## src/rtl/u_hzd_pkg.sv

```systemverilog
// Shared types and constants for the hazard controller and its write scoreboard.
package u_hzd_pkg;

   typedef enum logic {
      RUN   = 1'b0,
      FLUSH = 1'b1
   } state_t;

   localparam int SB_W   = 2;
   localparam int NREG   = 32;
   localparam int ADDR_W = $clog2(NREG);

   localparam logic [SB_W-1:0] SB_MAX = SB_W'(3);

   typedef logic [SB_W-1:0]   sb_cnt_t;
   typedef logic [ADDR_W-1:0] reg_addr_t;

endpackage

```

## src/rtl/u_hzd_sb.sv

```systemverilog
// Per-register in-flight write counters (x1..x31) with two source read ports,
// a destination-full check, drain hazard, pend_any and a sticky underflow flag.
module u_hzd_sb
   import u_hzd_pkg::*;
(
   input  logic              clk,
   input  logic              rstn,
   input  logic              inc_e,
   input  logic [ADDR_W-1:0] inc_a,
   input  logic              dec_e,
   input  logic [ADDR_W-1:0] dec_a,
   input  logic [ADDR_W-1:0] rd0_a,
   input  logic [ADDR_W-1:0] rd1_a,
   input  logic              drain,
   output logic [SB_W-1:0]   rd0_cnt,
   output logic [SB_W-1:0]   rd1_cnt,
   output logic              inc_full,
   output logic              drain_haz,
   output logic              pend_any,
   output logic              err
);

   sb_cnt_t         cnt [1:NREG-1];
   logic [NREG-1:1] inc_hit;
   logic [NREG-1:1] dec_hit;
   logic            dec_under;
   sb_cnt_t         inc_cnt;
   sb_cnt_t         dec_cnt;

   // x0 has no counter; any lookup of address 0 reads as idle.
   function automatic sb_cnt_t sb_read(input logic [ADDR_W-1:0] a);
      sb_cnt_t v;
      v = '0;
      for (int r = 1; r < NREG; r++) begin
         if (a == ADDR_W'(r)) v = cnt[r];
      end
      return v;
   endfunction

   always_comb begin
      // NOTE: every output of this block is assigned before any condition, so no latch is inferred.
      rd0_cnt   = sb_read(rd0_a);
      rd1_cnt   = sb_read(rd1_a);
      inc_cnt   = sb_read(inc_a);
      dec_cnt   = sb_read(dec_a);
      inc_full  = (inc_cnt == SB_MAX);
      dec_under = dec_e && (dec_a != '0) && (dec_cnt == '0);
      pend_any  = 1'b0;
      inc_hit   = '0;
      dec_hit   = '0;
      for (int r = 1; r < NREG; r++) begin
         if (cnt[r] != '0) pend_any = 1'b1;
         inc_hit[r] = inc_e && (inc_a == ADDR_W'(r)) && (cnt[r] != SB_MAX);
         dec_hit[r] = dec_e && (dec_a == ADDR_W'(r)) && (cnt[r] != '0);
      end
      drain_haz = drain && pend_any;
   end

   // NOTE: the counter array is reset explicitly; a stale pending count would stall decode forever.
   always_ff @(posedge clk or negedge rstn) begin
      if (!rstn) begin
         for (int r = 1; r < NREG; r++) cnt[r] <= '0;
         err <= 1'b0;
      end else begin
         // NOTE: non-blocking updates so every counter sees pre-edge values of its neighbours.
         for (int r = 1; r < NREG; r++) begin
            if (inc_hit[r] && !dec_hit[r])
               cnt[r] <= cnt[r] + SB_W'(1);
            else if (dec_hit[r] && !inc_hit[r])
               cnt[r] <= cnt[r] - SB_W'(1);
         end
         if (dec_under) err <= 1'b1;
      end
   end

endmodule

```

## src/rtl/u_hzd_ctrl.sv

```systemverilog
// Decode hazard controller: RUN/FLUSH branch FSM, stall/issue decision and
// the write scoreboard that tracks results still in flight to the register file.
module u_hzd_ctrl
   import u_hzd_pkg::*;
(
   input  logic              clk,
   input  logic              rstn,
   input  logic              id_valid,
   input  logic [ADDR_W-1:0] id_rs1_a,
   input  logic [ADDR_W-1:0] id_rs2_a,
   input  logic              id_rs1_use,
   input  logic              id_rs2_use,
   input  logic [ADDR_W-1:0] id_rd_a,
   input  logic              id_rd_we,
   input  logic              id_drain,
   input  logic              branch,
   input  logic              rf_rd_e,
   input  logic [ADDR_W-1:0] rf_rd_a,
   output logic              stall,
   output logic              flush0,
   output logic              flush1,
   output logic              issue,
   output logic              pend_any,
   output logic              err
);

   state_t  state_q;
   state_t  state_d;
   logic    flush;
   logic    haz;
   logic    issue_i;
   sb_cnt_t rs1_cnt;
   sb_cnt_t rs2_cnt;
   logic    rd_full;
   logic    drain_haz;

   u_hzd_sb u_sb (
      .clk       (clk),
      .rstn      (rstn),
      .inc_e     (issue_i && id_rd_we),
      .inc_a     (id_rd_a),
      .dec_e     (rf_rd_e),
      .dec_a     (rf_rd_a),
      .rd0_a     (id_rs1_a),
      .rd1_a     (id_rs2_a),
      .drain     (id_drain),
      .rd0_cnt   (rs1_cnt),
      .rd1_cnt   (rs2_cnt),
      .inc_full  (rd_full),
      .drain_haz (drain_haz),
      .pend_any  (pend_any),
      .err       (err)
   );

   always_ff @(posedge clk or negedge rstn) begin
      if (!rstn) state_q <= RUN;
      else       state_q <= state_d;
   end

   // The branch cycle itself and the following FLUSH cycle both flush.
   always_comb begin
      state_d = state_q;
      flush   = 1'b0;
      unique case (state_q)
         RUN: begin
            if (branch) begin
               state_d = FLUSH;
               flush   = 1'b1;
            end
         end
         FLUSH: begin
            state_d = RUN;
            flush   = 1'b1;
         end
         default: state_d = RUN;
      endcase
   end

   always_comb begin
      haz = (id_rs1_use && (rs1_cnt != '0)) ||
            (id_rs2_use && (rs2_cnt != '0)) ||
            (id_rd_we && rd_full) ||
            drain_haz;
   end

   // Combinational outputs are qualified with rstn so they read 0 throughout reset.
   assign issue_i = rstn && id_valid && !haz && !flush;
   assign issue   = issue_i;
   assign stall   = rstn && id_valid && haz && !flush;
   assign flush0  = rstn && flush;
   assign flush1  = rstn && flush;

endmodule

```

## config.mk

```make
export PLATFORM = sky130hd
export DESIGN_NAME = u_hzd_ctrl
export DESIGN_NICKNAME = d
export VERILOG_FILES = /design/src/rtl/u_hzd_pkg.sv /design/src/rtl/u_hzd_sb.sv /design/src/rtl/u_hzd_ctrl.sv
export SDC_FILE = /design/constraint.sdc
export NUM_CORES = 1
export LEC_CHECK = 0
export ABC_AREA = 0
export CAP_MARGIN = 10
export CORE_MARGIN = 1.5
export CORE_UTILIZATION = 50
export DETAILED_ROUTE_END_ITERATION = 16
export DONT_BUFFER_PORTS = 1
export PLACE_DENSITY = 0.72
export REMOVE_ABC_BUFFERS = 1
export SLEW_MARGIN = 20
export SYNTH_ARGS = -nofsm -noshare
export SYNTH_HDL_FRONTEND = slang
export SYNTH_SLANG_ARGS = --single-unit
```

## constraint.sdc

```tcl
create_clock -name clk -period 4.2 [get_ports clk]
set_input_delay 0.42 -clock clk [delete_from_list [all_inputs] [get_ports clk]]
set_output_delay 0.42 -clock clk [all_outputs]
set_load 0.02 [all_outputs]
```

==> metrics.md <==
| Metric | Value |
|---|---|
| Peak Freq | `259.6 MHz` |
| Post-CTS setup repair buffer count | `0` |
| Nets | `883` |
| Critical path class | `register to register` |
| Cell Area, Synth | `7221 µm²` |
| Initial Utilization | `51.62%` |
| Crit share post-route | `91.71%` |
| Hold depth | `1` |
| Pre-antenna DRT Iters | `6` |
| Non-Filler Instances | `1008` |
| Pins Over Slew Limit | `0` |
| Drt total wl | `25140 µm` |
| Placed Instances | `990` |
| Worst Path Max Fanout | `17` |
| CTS tree | `yes` |
| Area growth from synthesis to layout | `5.164%` |
| Lkg Pwr | `3.241 nW` |
| Commonest cells in the netlist | `nor2_1 (83), clkbuf_1 (77), dfrtp_1 (64)` |
| Number of synthesized flops with an enable pin | `0` |
| Unrepaired setup endpoints after global routing | `no` |
| Main synth FF type | `dfrtp_1` |
| Most frequent cell after synthesis | `nor2_1` |
| Total number of vias | `7162` |
| Worst hold slack | `0.2098 ns` |
| Vias/cell | `7.105` |
| GR Overflow Total | `0` |
| Post_cts resized | `0` |
| Yosys warns | `0` |
| Die area | `15170 µm²` |
| Ranking of synthesized cells by area | `dfrtp_1 (22%), xor2_1 (7.3%), ha_1 (5.4%), a2111oi_2 (4.6%), nor2_1 (4.3%)` |
| Pwr Density | `300.4 nW/µm²` |
| Htree depth | `3` |
| Area leader, netlist | `dfrtp_1` |
| Clock Tree Root | `clkbuf_16` |
| VDD IR-drop max | `200.8 µV` |
| Slew HR | `29.32%` |
| Outcome | `finished, final reports clean` |
| Max-cap violations | `0` |
| Library cells used by synthesis | `79` |
| Width of the chip | `123.2 µm` |
| Final Util | `54.28%` |
| Ant diodes | `0` |
| Hold-fix buffers at CTS | `2` |
| R2R cell count | `13` |
| Largest net degree at the start of global routing | `65` |
| Die Y | `123.2 µm` |
| Hpwl dp | `17710 µm` |
| Port bufs | `0` |
| Setup_tns | `0 ns` |
| Syn Area/Cell | `8.215 µm²` |
| Min Tclk post-route | `3.852 ns` |
| Worst setup EP type | `register` |
| CP required | `4.41 ns` |
| Seq/Total Area, Yosys | `22.18%` |
| Total CTS buffers | `9` |
| DRC viols | `0` |
| Final setup violation count | `0` |
| Clk buf depth | `2` |
| DR WL/cell | `24.94 µm` |
| Pin slew with the least headroom to its limit | `1.056 ns` |
| Detail Route Antenna Nets | `0` |
| First-pass GRT wire length | `38790 µm` |
| Initial antenna violation count | `0` |
| Worst-skew pair later-pin latency | `0.35 ns` |
| Register bit total from synthesis | `64` |
| Share of layout cells above drive strength 1 | `13.89%` |
| Async SR Flop Fraction | `100.0%` |
| Clk sink count | `64` |
| GP Congestion | `1.006` |
| IO Count | `35` |
| Core area | `13990 µm²` |
| Critical Path AT | `4.06 ns` |
| Share of the synthesized area in the top cell type | `22.18%` |
| Gate Count Post-Synth | `879` |
| Number of global-route vias before repair | `6563` |
| Clk slew on worst S/H paths | `0.06 ns` |
| Fillcell total | `1287` |
| Startpoint Class | `register` |
| Count of final hold-check violations | `0` |
| Starting DRC count in detailed routing | `1149` |
| GRT Total Usage | `34.28%` |
| Max Clock Skew | `0.007184 ns` |
| HP Class | `input pin to register` |
| Row count | `43` |
logic make-up after synthesis:
group,share of synthesized area (%)
XOR/XNOR,11.28
AO/OA/AOI/OAI,26.10
adder cells (fa/ha/maj),5.372
AND/OR/NAND/NOR,21.95
buffers and inverters,6.550
flip-flops,22.18
multiplexers,6.567
report_power, final:
part,switching [mW],internal [mW]
Sequential,0.208,0.693
Combinational,0.390,0.293
Clock,0.287,0.410
final cells by class:
type / instances / area [µm²] / area share, %
multi-input combinational: 697 / 5151 / 67.84
sequential: 64 / 1602 / 21.09
timing repair buffer: 34 / 277.8 / 3.658
clock buffer: 10 / 239.0 / 3.147
tap: 180 / 225.2 / 2.966
inverter: 17 / 63.81 / 0.8403
clock inverter: 6 / 35.03 / 0.4614
path summary, 6_finish.rpt:
kind                               from            to  slack (ns)
max in group asynchronous          rstn  u_sb.cnt[32]        3.30
max reg2reg                u_sb.cnt[10]  u_sb.cnt[39]        0.35
max                        u_sb.cnt[10]  u_sb.cnt[39]        0.35
min in group asynchronous          rstn   u_sb.cnt[1]        0.61
min reg2reg                     state_q       state_q        0.42
min                              branch       state_q        0.21
registers in the layout, summed over array words and instances, names as in the netlist:
| signal | cells |
|---|---|
| u_sb.err | 1 |
| state_q | 1 |
| u_sb.cnt | 62 |
metrics by stage:
stage               total power [mW]  cell area, µm²  worst slack [ns]
floorplan                      1.252            6812            0.4981
global placement               1.535            7277            0.4528
detailed placement             1.541            7282            0.4302
CTS                            2.260            7594            0.3716
global route                   2.361            7594            0.2175
finish                         2.281            7594            0.3481
worst max-delay path: stages (launching register included):
cell       delay [ns]
dfrtp_1          0.44
or2_1            0.30
or3_1            0.34
nor3_2           0.11
nand4_1          0.12
or4_4            0.64
a221oi_4         0.42
nand4b_4         0.13
buf_4            0.24
a2111oi_2        0.34
ha_1             0.23
xor2_1           0.15
nor2_1           0.07
xor2_1           0.14
layer usage:
metal,global-route usage (%),vias to the layer above,share of wire (%),routed length [µm]
met4,16.16,0,5.5,1373
li1,-,3151,-,-
met2,49.48,509,42,10490
met5,0,-,0,0
met1,47.33,3380,39,9921
met3,9.410,122,13,3353
cells in the final DEF (no fill, tap or decap), drive strengths merged, types with 13 or more instances in the layout:
cell / count
buf: 33
o221ai: 13
mux2i: 17
inv: 17
nand3: 21
nand2b: 20
mux2: 21
nor4: 17
o21ai: 32
o211ai: 27
xor2: 60
dfrtp: 64
a2111oi: 24
nand2: 49
ha: 31
nor2: 83
nor3: 17
a21oi: 37
nor2b: 20
xnor2: 33
Power figures use the tool's default switching activity.
